## src/rtl/sram_arbiter_pkg.sv

```systemverilog
// Shared constants for the SRAM arbiter: FSM state encodings and the kseg
// address window used by the optional address translation.
package sram_arbiter_pkg;

  // Binary FSM encodings
  localparam logic [2:0] ST_IDLE   = 3'd0;
  localparam logic [2:0] ST_D_REQ  = 3'd1;
  localparam logic [2:0] ST_D_WAIT = 3'd2;
  localparam logic [2:0] ST_I_REQ  = 3'd3;
  localparam logic [2:0] ST_I_WAIT = 3'd4;
  localparam logic [2:0] ST_DONE   = 3'd5;

  // addr[31:30] of the unmapped kseg0/kseg1 window 0x8000_0000-0xBFFF_FFFF
  localparam logic [1:0] KSEG_TOP_BITS = 2'b10;
  // Bits cleared when an address falls inside that window
  localparam logic [2:0] KSEG_CLEAR_BITS = 3'b000;

  // Map a virtual kseg0/kseg1 address onto its physical alias.
  function automatic logic [31:0] kseg_translate(input logic [31:0] addr, input logic enable);
    logic [31:0] paddr;
    paddr = addr;
    if (enable && (addr[31:30] == KSEG_TOP_BITS)) begin
      paddr = {KSEG_CLEAR_BITS, addr[28:0]};
    end
    return paddr;
  endfunction

endpackage

```

## src/rtl/sram_arbiter_addr_map.sv

```systemverilog
// Combinational virtual-to-physical address map for the arbiter's request ports.
module sram_arbiter_addr_map #(
  parameter bit KSEG_MAP = 1'b1
) (
  input  logic [31:0] addr,
  output logic [31:0] paddr
);

  import sram_arbiter_pkg::*;

  // Pure function of the address; no state
  always_comb begin
    paddr = kseg_translate(addr, KSEG_MAP);
  end

endmodule

```

## src/rtl/sram_arbiter.sv

```systemverilog
// Arbitrates the core's instruction-fetch and load/store SRAM ports onto one
// shared sram-like memory port. Data requests go first, the pipeline is held
// with stallreq for the whole transaction, and results are returned from
// registers that hold their value until the next capture.
module sram_arbiter #(
  parameter bit KSEG_MAP = 1'b1
) (
  input  logic        clk,
  input  logic        rst,

  input  logic        inst_sram_en,
  input  logic [3:0]  inst_sram_wen,
  input  logic [31:0] inst_sram_addr,
  input  logic [31:0] inst_sram_wdata,
  output logic [31:0] inst_sram_rdata,

  input  logic        data_sram_en,
  input  logic [3:0]  data_sram_wen,
  input  logic [31:0] data_sram_addr,
  input  logic [31:0] data_sram_wdata,
  output logic [31:0] data_sram_rdata,

  output logic        stallreq,

  output logic        mem_req,
  output logic        mem_wr,
  output logic [3:0]  mem_wstrb,
  output logic [31:0] mem_addr,
  output logic [31:0] mem_wdata,
  input  logic        mem_addr_ok,
  input  logic        mem_data_ok,
  input  logic [31:0] mem_rdata
);

  import sram_arbiter_pkg::*;

  logic [2:0]  state_q, state_d;
  logic        inst_en_q, data_en_q;
  logic [3:0]  data_wen_q;
  logic [31:0] data_addr_q, data_wdata_q, inst_addr_q;
  logic [31:0] data_rdata_q, inst_rdata_q;
  logic [31:0] data_paddr, inst_paddr;
  logic        latch_req;
  logic        data_capture;
  logic        inst_capture;
  logic        in_idle;

  // Instruction fetches never write; the write fields of that port are ignored
  logic unused_inst_write;
  assign unused_inst_write = ^{inst_sram_wen, inst_sram_wdata};

  sram_arbiter_addr_map #(
    .KSEG_MAP (KSEG_MAP)
  ) u_data_map (
    .addr  (data_sram_addr),
    .paddr (data_paddr)
  );

  sram_arbiter_addr_map #(
    .KSEG_MAP (KSEG_MAP)
  ) u_inst_map (
    .addr  (inst_sram_addr),
    .paddr (inst_paddr)
  );

  // Decode of the conditions that load request and response registers
  always_comb begin
    in_idle      = (state_q == ST_IDLE);
    latch_req    = in_idle && (inst_sram_en || data_sram_en);
    // Writes return no data, so the load register keeps its last value
    data_capture = (state_q == ST_D_WAIT) && mem_data_ok && !(|data_wen_q);
    // data_ok is only honoured in the WAIT states, so a same-cycle
    // addr_ok/data_ok in a REQ state counts as address accept only
    inst_capture = (state_q == ST_I_WAIT) && mem_data_ok;
  end

  // Next-state logic; the latched inst flag, not the live input, picks the
  // second leg of a combined load+fetch
  always_comb begin
    state_d = state_q;
    case (state_q)
      ST_IDLE: begin
        if (data_sram_en) begin
          state_d = ST_D_REQ;
        end else if (inst_sram_en) begin
          state_d = ST_I_REQ;
        end
      end
      ST_D_REQ: begin
        if (mem_addr_ok) begin
          state_d = ST_D_WAIT;
        end
      end
      ST_D_WAIT: begin
        if (mem_data_ok) begin
          state_d = inst_en_q ? ST_I_REQ : ST_DONE;
        end
      end
      ST_I_REQ: begin
        if (mem_addr_ok) begin
          state_d = ST_I_WAIT;
        end
      end
      ST_I_WAIT: begin
        if (mem_data_ok) begin
          state_d = ST_DONE;
        end
      end
      ST_DONE: begin
        state_d = ST_IDLE;
      end
      default: begin
        state_d = ST_IDLE;
      end
    endcase
  end

  // State register; reset abandons any in-flight transaction
  always_ff @(posedge clk or posedge rst) begin
    if (rst) begin
      state_q <= ST_IDLE;
    end else begin
      state_q <= state_d;
    end
  end

  // Request snapshot taken in IDLE so fields stay stable while mem_req waits
  always_ff @(posedge clk or posedge rst) begin
    if (rst) begin
      inst_en_q    <= 1'b0;
      data_en_q    <= 1'b0;
      data_wen_q   <= 4'b0000;
      data_addr_q  <= 32'h0;
      data_wdata_q <= 32'h0;
      inst_addr_q  <= 32'h0;
    end else if (latch_req) begin
      inst_en_q    <= inst_sram_en;
      data_en_q    <= data_sram_en;
      data_wen_q   <= data_sram_wen;
      data_addr_q  <= data_paddr;
      data_wdata_q <= data_sram_wdata;
      inst_addr_q  <= inst_paddr;
    end
  end

  // Load data register
  always_ff @(posedge clk or posedge rst) begin
    if (rst) begin
      data_rdata_q <= 32'h0;
    end else if (data_capture) begin
      data_rdata_q <= mem_rdata;
    end
  end

  // Instruction data register
  always_ff @(posedge clk or posedge rst) begin
    if (rst) begin
      inst_rdata_q <= 32'h0;
    end else if (inst_capture) begin
      inst_rdata_q <= mem_rdata;
    end
  end

  // Memory-port request fields, driven only in the REQ states
  always_comb begin
    mem_req   = 1'b0;
    mem_wr    = 1'b0;
    mem_wstrb = 4'b0000;
    mem_addr  = 32'h0;
    mem_wdata = 32'h0;
    case (state_q)
      ST_D_REQ: begin
        mem_req   = 1'b1;
        mem_wr    = |data_wen_q;
        mem_wstrb = data_wen_q;
        mem_addr  = data_addr_q;
        mem_wdata = data_wdata_q;
      end
      ST_I_REQ: begin
        mem_req  = 1'b1;
        mem_addr = inst_addr_q;
      end
      default: begin
        mem_req = 1'b0;
      end
    endcase
  end

  // Stall from the first IDLE cycle that sees a request until DONE; the
  // rst term keeps it low while reset is held even with requests pending
  always_comb begin
    stallreq = 1'b0;
    case (state_q)
      ST_IDLE:   stallreq = inst_sram_en || data_sram_en;
      ST_D_REQ:  stallreq = 1'b1;
      ST_D_WAIT: stallreq = 1'b1;
      ST_I_REQ:  stallreq = 1'b1;
      ST_I_WAIT: stallreq = 1'b1;
      default:   stallreq = 1'b0;
    endcase
    if (rst) begin
      stallreq = 1'b0;
    end
  end

  assign inst_sram_rdata = inst_rdata_q;
  assign data_sram_rdata = data_rdata_q;

  // data_en_q only records what was sampled; the data leg is chosen live in IDLE
  logic unused_data_flag;
  assign unused_data_flag = data_en_q;

endmodule

```

## config.mk

```make
export PLATFORM = sky130hd
export DESIGN_NAME = sram_arbiter
export DESIGN_NICKNAME = d
export VERILOG_FILES = /design/src/rtl/sram_arbiter_pkg.sv /design/src/rtl/sram_arbiter_addr_map.sv /design/src/rtl/sram_arbiter.sv
export SDC_FILE = /design/constraint.sdc
export NUM_CORES = 1
export LEC_CHECK = 0
export CAP_MARGIN = 15
export CORE_UTILIZATION = 25
export CTS_CLUSTER_DIAMETER = 60
export DETAILED_ROUTE_END_ITERATION = 7
export SKIP_CTS_REPAIR_TIMING = 1
export SLEW_MARGIN = 20
export SYNTH_ARGS = -nofsm -noshare
export SYNTH_HDL_FRONTEND = slang
export SYNTH_HIERARCHICAL = 1
export SYNTH_SLANG_ARGS = --single-unit
```

## constraint.sdc

```tcl
create_clock -name clk -period 10.2 [get_ports clk]
set_input_delay 2.04 -clock clk [delete_from_list [all_inputs] [get_ports clk]]
set_output_delay 2.04 -clock clk [all_outputs]
set_load 0.02 [all_outputs]
```

==> out/metrics.cfg, run 1 <==
[status]
run_status = completed

[cts]
tritoncts = yes
clock_latency_ns = 0.43
clk_pin_slew_ns = 0.07
root_buffer = clkbuf_16
clk_path_buf_depth = 2
cts.sinks = 168
htree_levels = 4
numCtsBuffers = 17

[sta]
worst_pin_slew_ns = 0.961
whs_ns = 0.476
setup_tns_ns = 0
finalCritPeriodShare_pct = 54.9
fmax_mhz = 179
finalSetupViolations = 0
timing.final.hold_violations = 0
clock_skew_ns = 0.0139
period_needed_ns = 5.60
slew_headroom_pct = 35.9
rsz0062_at_grt = false
slew_violations = 0

[power_and_ir_drop]
p_leak_nw = 4.53
peakVddDrop_mv = 0.117
p_per_area_nw_per_um2 = 309

[yosys]
syn_area_sq_um = 7640
synth_warnings = 6
seq_area_frac_synth_pct = 55.0
synth_cells = 560
postSynthAreaPerCell_sq_um = 13.6
synth_fp_nets = 734
synth_top_area_share_pct = 55.0
synth-seq-cells = 168
yosysUniqueCellTypes = 31
synthTopCellsByArea = dfrtp_1, mux2_1, mux2_2
synth.largest_area_cell = dfrtp_1

[routing]
drt_iter0_markers = 148
vias_per_cell = 4.14
antenna_left = 0
drcViolationCount = 0
routed_wl_um = 18400
dr.pass1.iters = 4
vias = 4856
routedWlPerCell_um = 15.7

[critical_path]
path_max_fanout = 4
cp_cell_sequence = clkdlybuf4s50_1, nor4_1, a211oi_1, clkdlybuf4s50_1
worstSetupEndpointType = primary output
worstSetupPathType = in -> out
critPathMostFrequentCell = clkdlybuf4s50_1
arrival_ns = 3.56
start_kind = input port
crit_slowest_cell = clkdlybuf4s50_1
critPathMaxStageDelay_ns = 0.66
crit_required_ns = 8.16

[global_route]
grt_pass1_vias = 5065
grt_pass1_wl_um = 28800
grt_use_total_pct = 12.0
grt_antenna_before_repair = 2
grt.overflow.total = 0
grt_start_max_net_pins = 97

[flow_run]
cap_viol_max_count = 0

[finish]
drive_above_1_share_pct = 14.6
post-route-util_pct = 36.4
fillers = 2924
synthToLayoutAreaGrowth_pct = 42.3
fin_nets = 944
final_cell_area_sq_um = 10900

[place]
routabilityCongestion = 0.696
port_buffers = 272
post-dp-hpwl_um = 12500
place_area_sq_um = 10200

[worst_hold_path]
hold_class = reg -> reg

[die]
die_w_um = 177
start_util_pct = 25.6
pin_count = 309
die_h_um = 177
rows = 63
core_area_sq_um = 29900
dieArea_sq_um = 31300

[kinds of logic after synthesis]
group	count (synthesis)	synth area share, %
compound gates	11	1.11
simple gates	89	6.19
flops	168	55.0
mux	197	28.5
xor+xnor	1	0.115
buf+inv	94	9.04
[flip-flops by register name, summed over array words and instances (netlist names)]
| name | cells |
|---|---|
| inst_en_q | 1 |
| inst_addr_q | 32 |
| inst_sram_rdata | 32 |
| data_wen_q | 4 |
| data_addr_q | 32 |
| state_q | 3 |
| data_wdata_q | 32 |
| data_sram_rdata | 32 |
[layout by cell type, fill, tap and decap left out, types with 2 or more instances in the layout]
| cell | n |
|---|---|
| mux2i_1 | 33 |
| buf_16 | 2 |
| clkinv_8 | 2 |
| buf_4 | 7 |
| a21oi_1 | 2 |
| and2_2 | 2 |
| inv_6 | 5 |
| nand2b_1 | 2 |
| inv_8 | 3 |
| a21boi_2 | 2 |
| clkinvlp_4 | 4 |
| inv_1 | 3 |
| dfrtp_1 | 167 |
| a211oi_1 | 2 |
| nor4_1 | 2 |
| nor3_1 | 2 |
| clkbuf_16 | 17 |
| and2_1 | 36 |
| clkdlybuf4s50_1 | 272 |
| nand2_1 | 4 |
| mux2_2 | 63 |
| mux2_1 | 101 |
| nor2_1 | 34 |
[synth_stat cells]
library cell  number
a221oi_1           1
and2_2             2
o22ai_1            1
buf_6             13
a21oi_1            2
nor3_1             2
nor2_1            34
a21boi_2           2
clkbuf_1           5
nor3b_1            1
and2_1            36
nand2_1            4
nand2b_1           3
nor2_2             2
o21ai_0            1
nor4bb_1           1
buf_1              4
or2_4              1
mux2i_1           33
mux2_1           101
a211oi_1           2
buf_4             62
mux2_2            63
o2bb2ai_1          1
inv_1              4
dfrtp_1          168
nor3_2             1
xnor2_1            1
nor4_1             2
a22o_1             1
buf_2              6
[per-stage QoR]
| step | setup WS [ns] | total power, W | std cells |
|---|---|---|---|
| CTS | 4.60 | 0.00343 | 1171 |
| global route | 4.52 | 0.00359 | 1173 |
| detailed placement | 4.60 | 0.00277 | 1139 |
| finish | 4.60 | 0.00336 | 1174 |
| global placement | 4.63 | 0.00275 | 1139 |
| floorplan | 3.61 | 0.00210 | 560 |
[report_power, final]
part           total, W  switching [W]  internal [W]
logic           0.00158       0.000764      0.000820
registers       0.00115       0.000154      0.000992
clock network  0.000631       0.000307      0.000324
total           0.00336        0.00123       0.00214
[final cells by class]
class / instances / area (sq um) / share of cell area (%)
Antenna cell: 1 / 2.50 / 0.0230
Clock buffer: 18 / 429 / 3.95
Clock inverter: 14 / 136 / 1.25
Inverter: 4 / 20.0 / 0.184
Multi-Input combinational cell: 298 / 2760 / 25.4
Sequential cell: 168 / 4210 / 38.7
Tap cell: 390 / 488 / 4.49
Timing Repair Buffer: 281 / 2830 / 26.0
[worst max-delay path, delay by kind of cell]
family,cells,cell delay (ns)
AOI/OAI and AO/OA,1,0.25
buffers and inverters,2,1.19
and+or+nand+nor,1,0.08
[worst paths after layout]
| kind | from | endpoint | slack, ns | cells after the start |
|---|---|---|---|---|
| max in group asynchronous | rst | state_q[1] | 6.72 | 4 |
| min in group asynchronous | rst | data_wdata_q[30] | 2.16 | 2 |
| setup reg to reg | state_q[1] | inst_addr_q[29] | 7.65 | 5 |
| setup / recovery | data_sram_en | stallreq | 4.60 | 4 |
| hold / removal | data_wdata_q[31] | data_wdata_q[31] | 0.48 | 1 |
| hold reg to reg | data_wdata_q[31] | data_wdata_q[31] | 0.48 | 1 |
[layer usage]
layer,global-route usage (%),routed length [um]
met5,0,13
met2,19.8,8680
met4,3.16,168
met1,14.2,7830
met3,4.94,1730
(Power assumes the default switching activity.)
==> run 2: changes to the inputs <==
==> constraint.sdc (replaced) <==
create_clock -name clk -period 4.5 [get_ports clk]
set_input_delay 0.9 -clock clk [delete_from_list [all_inputs] [get_ports clk]]
set_output_delay 0.9 -clock clk [all_outputs]
set_load 0.02 [all_outputs]
==> run 2 against run 1 <==
Register-to-register slack worse by 5.5 ns. Largest power group unchanged. Critical path depth increased by 1. First-iteration DRC count grew 4.1%. Cell count unchanged. Clock power is 140% higher. Critical path type is now reg -> out. Flip-flop and latch count stayed put. Hold slack about the same. Worst setup slack got worse by 3.5 ns. Final area grew 0.26%. Die area is the same.
==> out/metrics.cfg, run 2 (synthesis gave the netlist of run 1 again) <==
[die]
pin_count = 309
rows = 63
start_util_pct = 25.6
dieArea_sq_um = 31300
die_h_um = 177
core_area_sq_um = 29900
die_w_um = 177

[critical_path]
worstSetupPathType = reg -> out
path_max_fanout = 18
arrival_ns = 2.52
worstSetupEndpointType = primary output
start_kind = register
crit_required_ns = 3.60

[sta]
setup_tns_ns = 0
worst_pin_slew_ns = 1.06
clock_skew_ns = 0.0136
slew_violations = 0
slew_headroom_pct = 29.0
fmax_mhz = 292
finalSetupViolations = 0
rsz0062_at_grt = false
timing.final.hold_violations = 0
period_needed_ns = 3.42
fin_ws_ns = 1.08
finalCritPeriodShare_pct = 76.0

[worst_hold_path]
hold_class = reg -> reg

[place]
post-dp-hpwl_um = 13100
routabilityCongestion = 0.698
dp.cells = 1142
place_area_sq_um = 10300
port_buffers = 272
pre_cts_ws_ns = 1.20

[routing]
dr.pass1.iters = 4
vias_per_cell = 4.14
routed_wl_um = 18700
vias = 4858
drcViolationCount = 0
drt_iter0_markers = 154
antenna_left = 0
routedWlPerCell_um = 16.0

[flow_run]
cap_viol_max_count = 0

[power_and_ir_drop]
peakVddDrop_mv = 0.257
p_per_area_nw_per_um2 = 709
p_leak_nw = 4.55

[finish]
final_common_cell = clkdlybuf4s50_1
synthToLayoutAreaGrowth_pct = 42.7
final_cell_mix = clkdlybuf4s50_1, dfrtp_1, mux2_1
post-route-util_pct = 36.5
fin_nets = 945
finalNonFillerCells = 1174
final_cell_area_sq_um = 10900
fillers = 2958
drive_above_1_share_pct = 14.7

[global_route]
grt.overflow.total = 0
grt_antenna_before_repair = 2
grt_pass1_vias = 5126
grt_start_max_net_pins = 78
grt_pass1_wl_um = 29200
grt_use_total_pct = 12.2

[cts]
htree_levels = 4
clk_path_buf_depth = 2
root_buffer = clkbuf_16
clk_pin_slew_ns = 0.07
tritoncts = yes
clock_latency_ns = 0.42
cts.sinks = 168
numCtsBuffers = 17

[status]
run_status = completed

## run 2: changes by cell type in the layout (fill, tap and decap cells not counted), moves of 2 or more
cell,before,now
clkinv_4,0,3
inv_6,5,3
buf_16,2,0
buf_12,0,2
bufinv_16,0,2
clkinvlp_4,4,2
## run 2: cell type report
type	count	area [sq um]	share of cell area (%)
clock inverters	13	164	1.50
flip-flops and latches	168	4210	38.6
clock buffers	18	439	4.03
well taps	390	488	4.48
repair buffers	282	2820	25.9
diodes	1	2.50	0.0230
multi-input cells	298	2760	25.3
inverters	4	18.8	0.172
## run 2: worst max-delay path, cell delays in order, from the launching register on
cell and delay (ns):
dfrtp_1 0.52, nand2b_2 0.36, nor2_2 0.17, buf_4 0.25, and2_1 0.19, clkdlybuf4s50_1 0.63
## run 2: report_power, final
part / leakage, nW / internal (W) / switching [W] / total (W)
clock: 0.294 / 0.000851 / 0.000672 / 0.00152
sequential: 2.04 / 0.00225 / 0.000383 / 0.00263
combinational: 2.22 / 0.00187 / 0.00170 / 0.00357
## run 2: path summary, 6_finish.rpt
path	start	depth (start not counted)	end	slack [ns]
setup / recovery	state_q[2]	5	mem_wdata[18]	1.08
hold / removal	data_wdata_q[12]	1	data_wdata_q[12]	0.48
setup reg to reg	state_q[1]	3	inst_sram_rdata[14]	2.20
hold reg to reg	data_wdata_q[12]	1	data_wdata_q[12]	0.48
max in group asynchronous	rst	3	data_addr_q[18]	2.55
min in group asynchronous	rst	2	data_wdata_q[22]	1.02
## run 2: stage by stage
| step | hold WS [ns] | power, W |
|---|---|---|
| 2_1_floorplan | 0.449 | 0.00477 |
| 3_3_place_gp | 0.459 | 0.00627 |
| 3_5_place_dp | 0.466 | 0.00632 |
| 4_1_cts | 0.482 | 0.00790 |
| 5_1_grt | 0.494 | 0.00826 |
| 6_report | 0.476 | 0.00772 |
## run 2: metal layers
| layer | track usage (%) | vias to the layer above | routed length [um] |
|---|---|---|---|
| met5 | 0 | - | 11 |
| met4 | 3.34 | 2 | 129 |
| met3 | 4.90 | 10 | 1820 |
| met2 | 19.0 | 193 | 8460 |
| met1 | 15.4 | 2379 | 8310 |
| li1 | - | 2274 | - |
==> run 3: changes to the inputs <==
==> constraint.sdc (replaced) <==
create_clock -name clk -period 3.5 [get_ports clk]
set_input_delay 0.7 -clock clk [delete_from_list [all_inputs] [get_ports clk]]
set_output_delay 0.7 -clock clk [all_outputs]
set_load 0.02 [all_outputs]
==> run 3 against run 2 <==
Power increased by 29%. Count of clock-buffer cells in the layout up 4. Global-route usage about the same. Final area increased by 0.62%. Combinational power up 29%. Critical endpoint unchanged. Largest cell class unchanged.
==> out/metrics.cfg, run 3 (synthesis gave the netlist of run 1 again) <==
[routing]
routed_wl_um = 18600
drt_iter0_markers = 94
antenna_left = 0
drcViolationCount = 0
vias_per_cell = 4.15
vias = 4883
dr.pass1.iters = 4
routedWlPerCell_um = 15.8

[place]
pre_cts_ws_ns = 0.590
routabilityCongestion = 0.701
port_buffers = 272
dp.cells = 1144
place_area_sq_um = 10300
post-dp-hpwl_um = 13100

[critical_path]
reg2reg_depth = 4
worstSetupEndpointType = primary output
crit_end = mem_wdata[18]
reg2reg_slack_ns = 1.48
r2r_end = data_wdata_q[12]
start_kind = register
worstSetupPathType = reg -> out
crit_required_ns = 2.80
path_max_fanout = 19
crit_start = state_q[2]
cp_cell_sequence = nand2b_2, nor2_2, buf_4, and2_1, clkdlybuf4s50_1
rr_startpoint = state_q[1]
arrival_ns = 2.60
critPathMaxStageDelay_ns = 0.63
crit_slowest_cell = clkdlybuf4s50_1

[sta]
clock_skew_ns = 0.00742
slew_violations = 0
timing.final.hold_violations = 0
fin_ws_ns = 0.196
period_needed_ns = 3.30
finalCritPeriodShare_pct = 94.4
setup_tns_ns = 0
slew_headroom_pct = 51.7
worst_pin_slew_ns = 0.723
finalSetupViolations = 0
rsz0062_at_grt = false
fmax_mhz = 303

[finish]
final_cell_area_sq_um = 11000
fillers = 2923
fin_nets = 947
drive_above_1_share_pct = 14.8
post-route-util_pct = 36.7
final_cell_mix = clkdlybuf4s50_1, dfrtp_1, mux2_1
synthToLayoutAreaGrowth_pct = 43.6
final_common_cell = clkdlybuf4s50_1
finalNonFillerCells = 1177

[cts]
root_buffer = clkbuf_16
clk_pin_slew_ns = 0.07
clock_latency_ns = 0.42
clk_path_buf_depth = 2
htree_levels = 4
tritoncts = yes
cts.sinks = 168
numCtsBuffers = 17

[global_route]
grt_pass1_wl_um = 29100
grt_start_max_net_pins = 70
grt_pass1_vias = 5172
grt.overflow.total = 0
grt_antenna_before_repair = 2
grt_use_total_pct = 12.2

[die]
rows = 63
start_util_pct = 25.6
core_area_sq_um = 29900
die_w_um = 177
dieArea_sq_um = 31300
pin_count = 309
die_h_um = 177

[power_and_ir_drop]
p_leak_nw = 4.58
peakVddDrop_mv = 0.376
p_per_area_nw_per_um2 = 912

[status]
run_status = completed

[flow_run]
cap_viol_max_count = 0

[worst_hold_path]
min-delay-start = data_wdata_q[17]
hold_class = reg -> reg

==> run 3: critical path: cells and delay by family (launching register included) <==
family / cells / cell delay (ns)
and+or+nand+nor: 3 / 0.76
DFF: 1 / 0.52
buffers and inverters: 2 / 0.89
==> run 3: stage by stage <==
| stage | hold WS, ns | total power (W) |
|---|---|---|
| after floorplan | 0.449 | 0.00613 |
| after global placement | 0.459 | 0.00806 |
| after detailed placement | 0.469 | 0.00814 |
| after CTS | 0.483 | 0.0102 |
| after global routing | 0.493 | 0.0107 |
| final | 0.475 | 0.0100 |
==> run 3: area by class of cell <==
type                       count  area [sq um]  share of cell area [%]
clock buffer                  22           474                    4.32
timing repair buffer         284          2880                    26.2
antenna                        1          2.50                  0.0228
tap                          390           488                    4.45
clock inverter                10           144                    1.31
multi-input combinational    298          2760                    25.1
inverter                       4          18.8                   0.171
sequential                   168          4210                    38.4
==> run 3: worst min path at each step <==
stage,depth (start not counted),end
after detailed placement,1,data_wdata_q[30]
final,1,data_wdata_q[17]
after global placement,1,data_wdata_q[15]
after CTS,1,data_wdata_q[30]
after floorplan,1,data_wdata_q[0]
after global routing,1,data_wdata_q[10]
==> run 3: where the power goes <==
group | total (W) | internal (W) | switching [W]
Combinational | 0.00461 | 0.00242 | 0.00219
Sequential | 0.00339 | 0.00289 | 0.000498
Clock | 0.00200 | 0.00118 | 0.000812
Total | 0.0100 | 0.00650 | 0.00350
==> run 3: routing by layer <==
metal	GRT usage, %	vias to the layer above	share of wire [%]
met5	0	-	0.091
met4	4.31	2	1.3
met3	5.48	17	11
met2	19.7	195	46
met1	14.1	2390	42
li1	-	2279	-
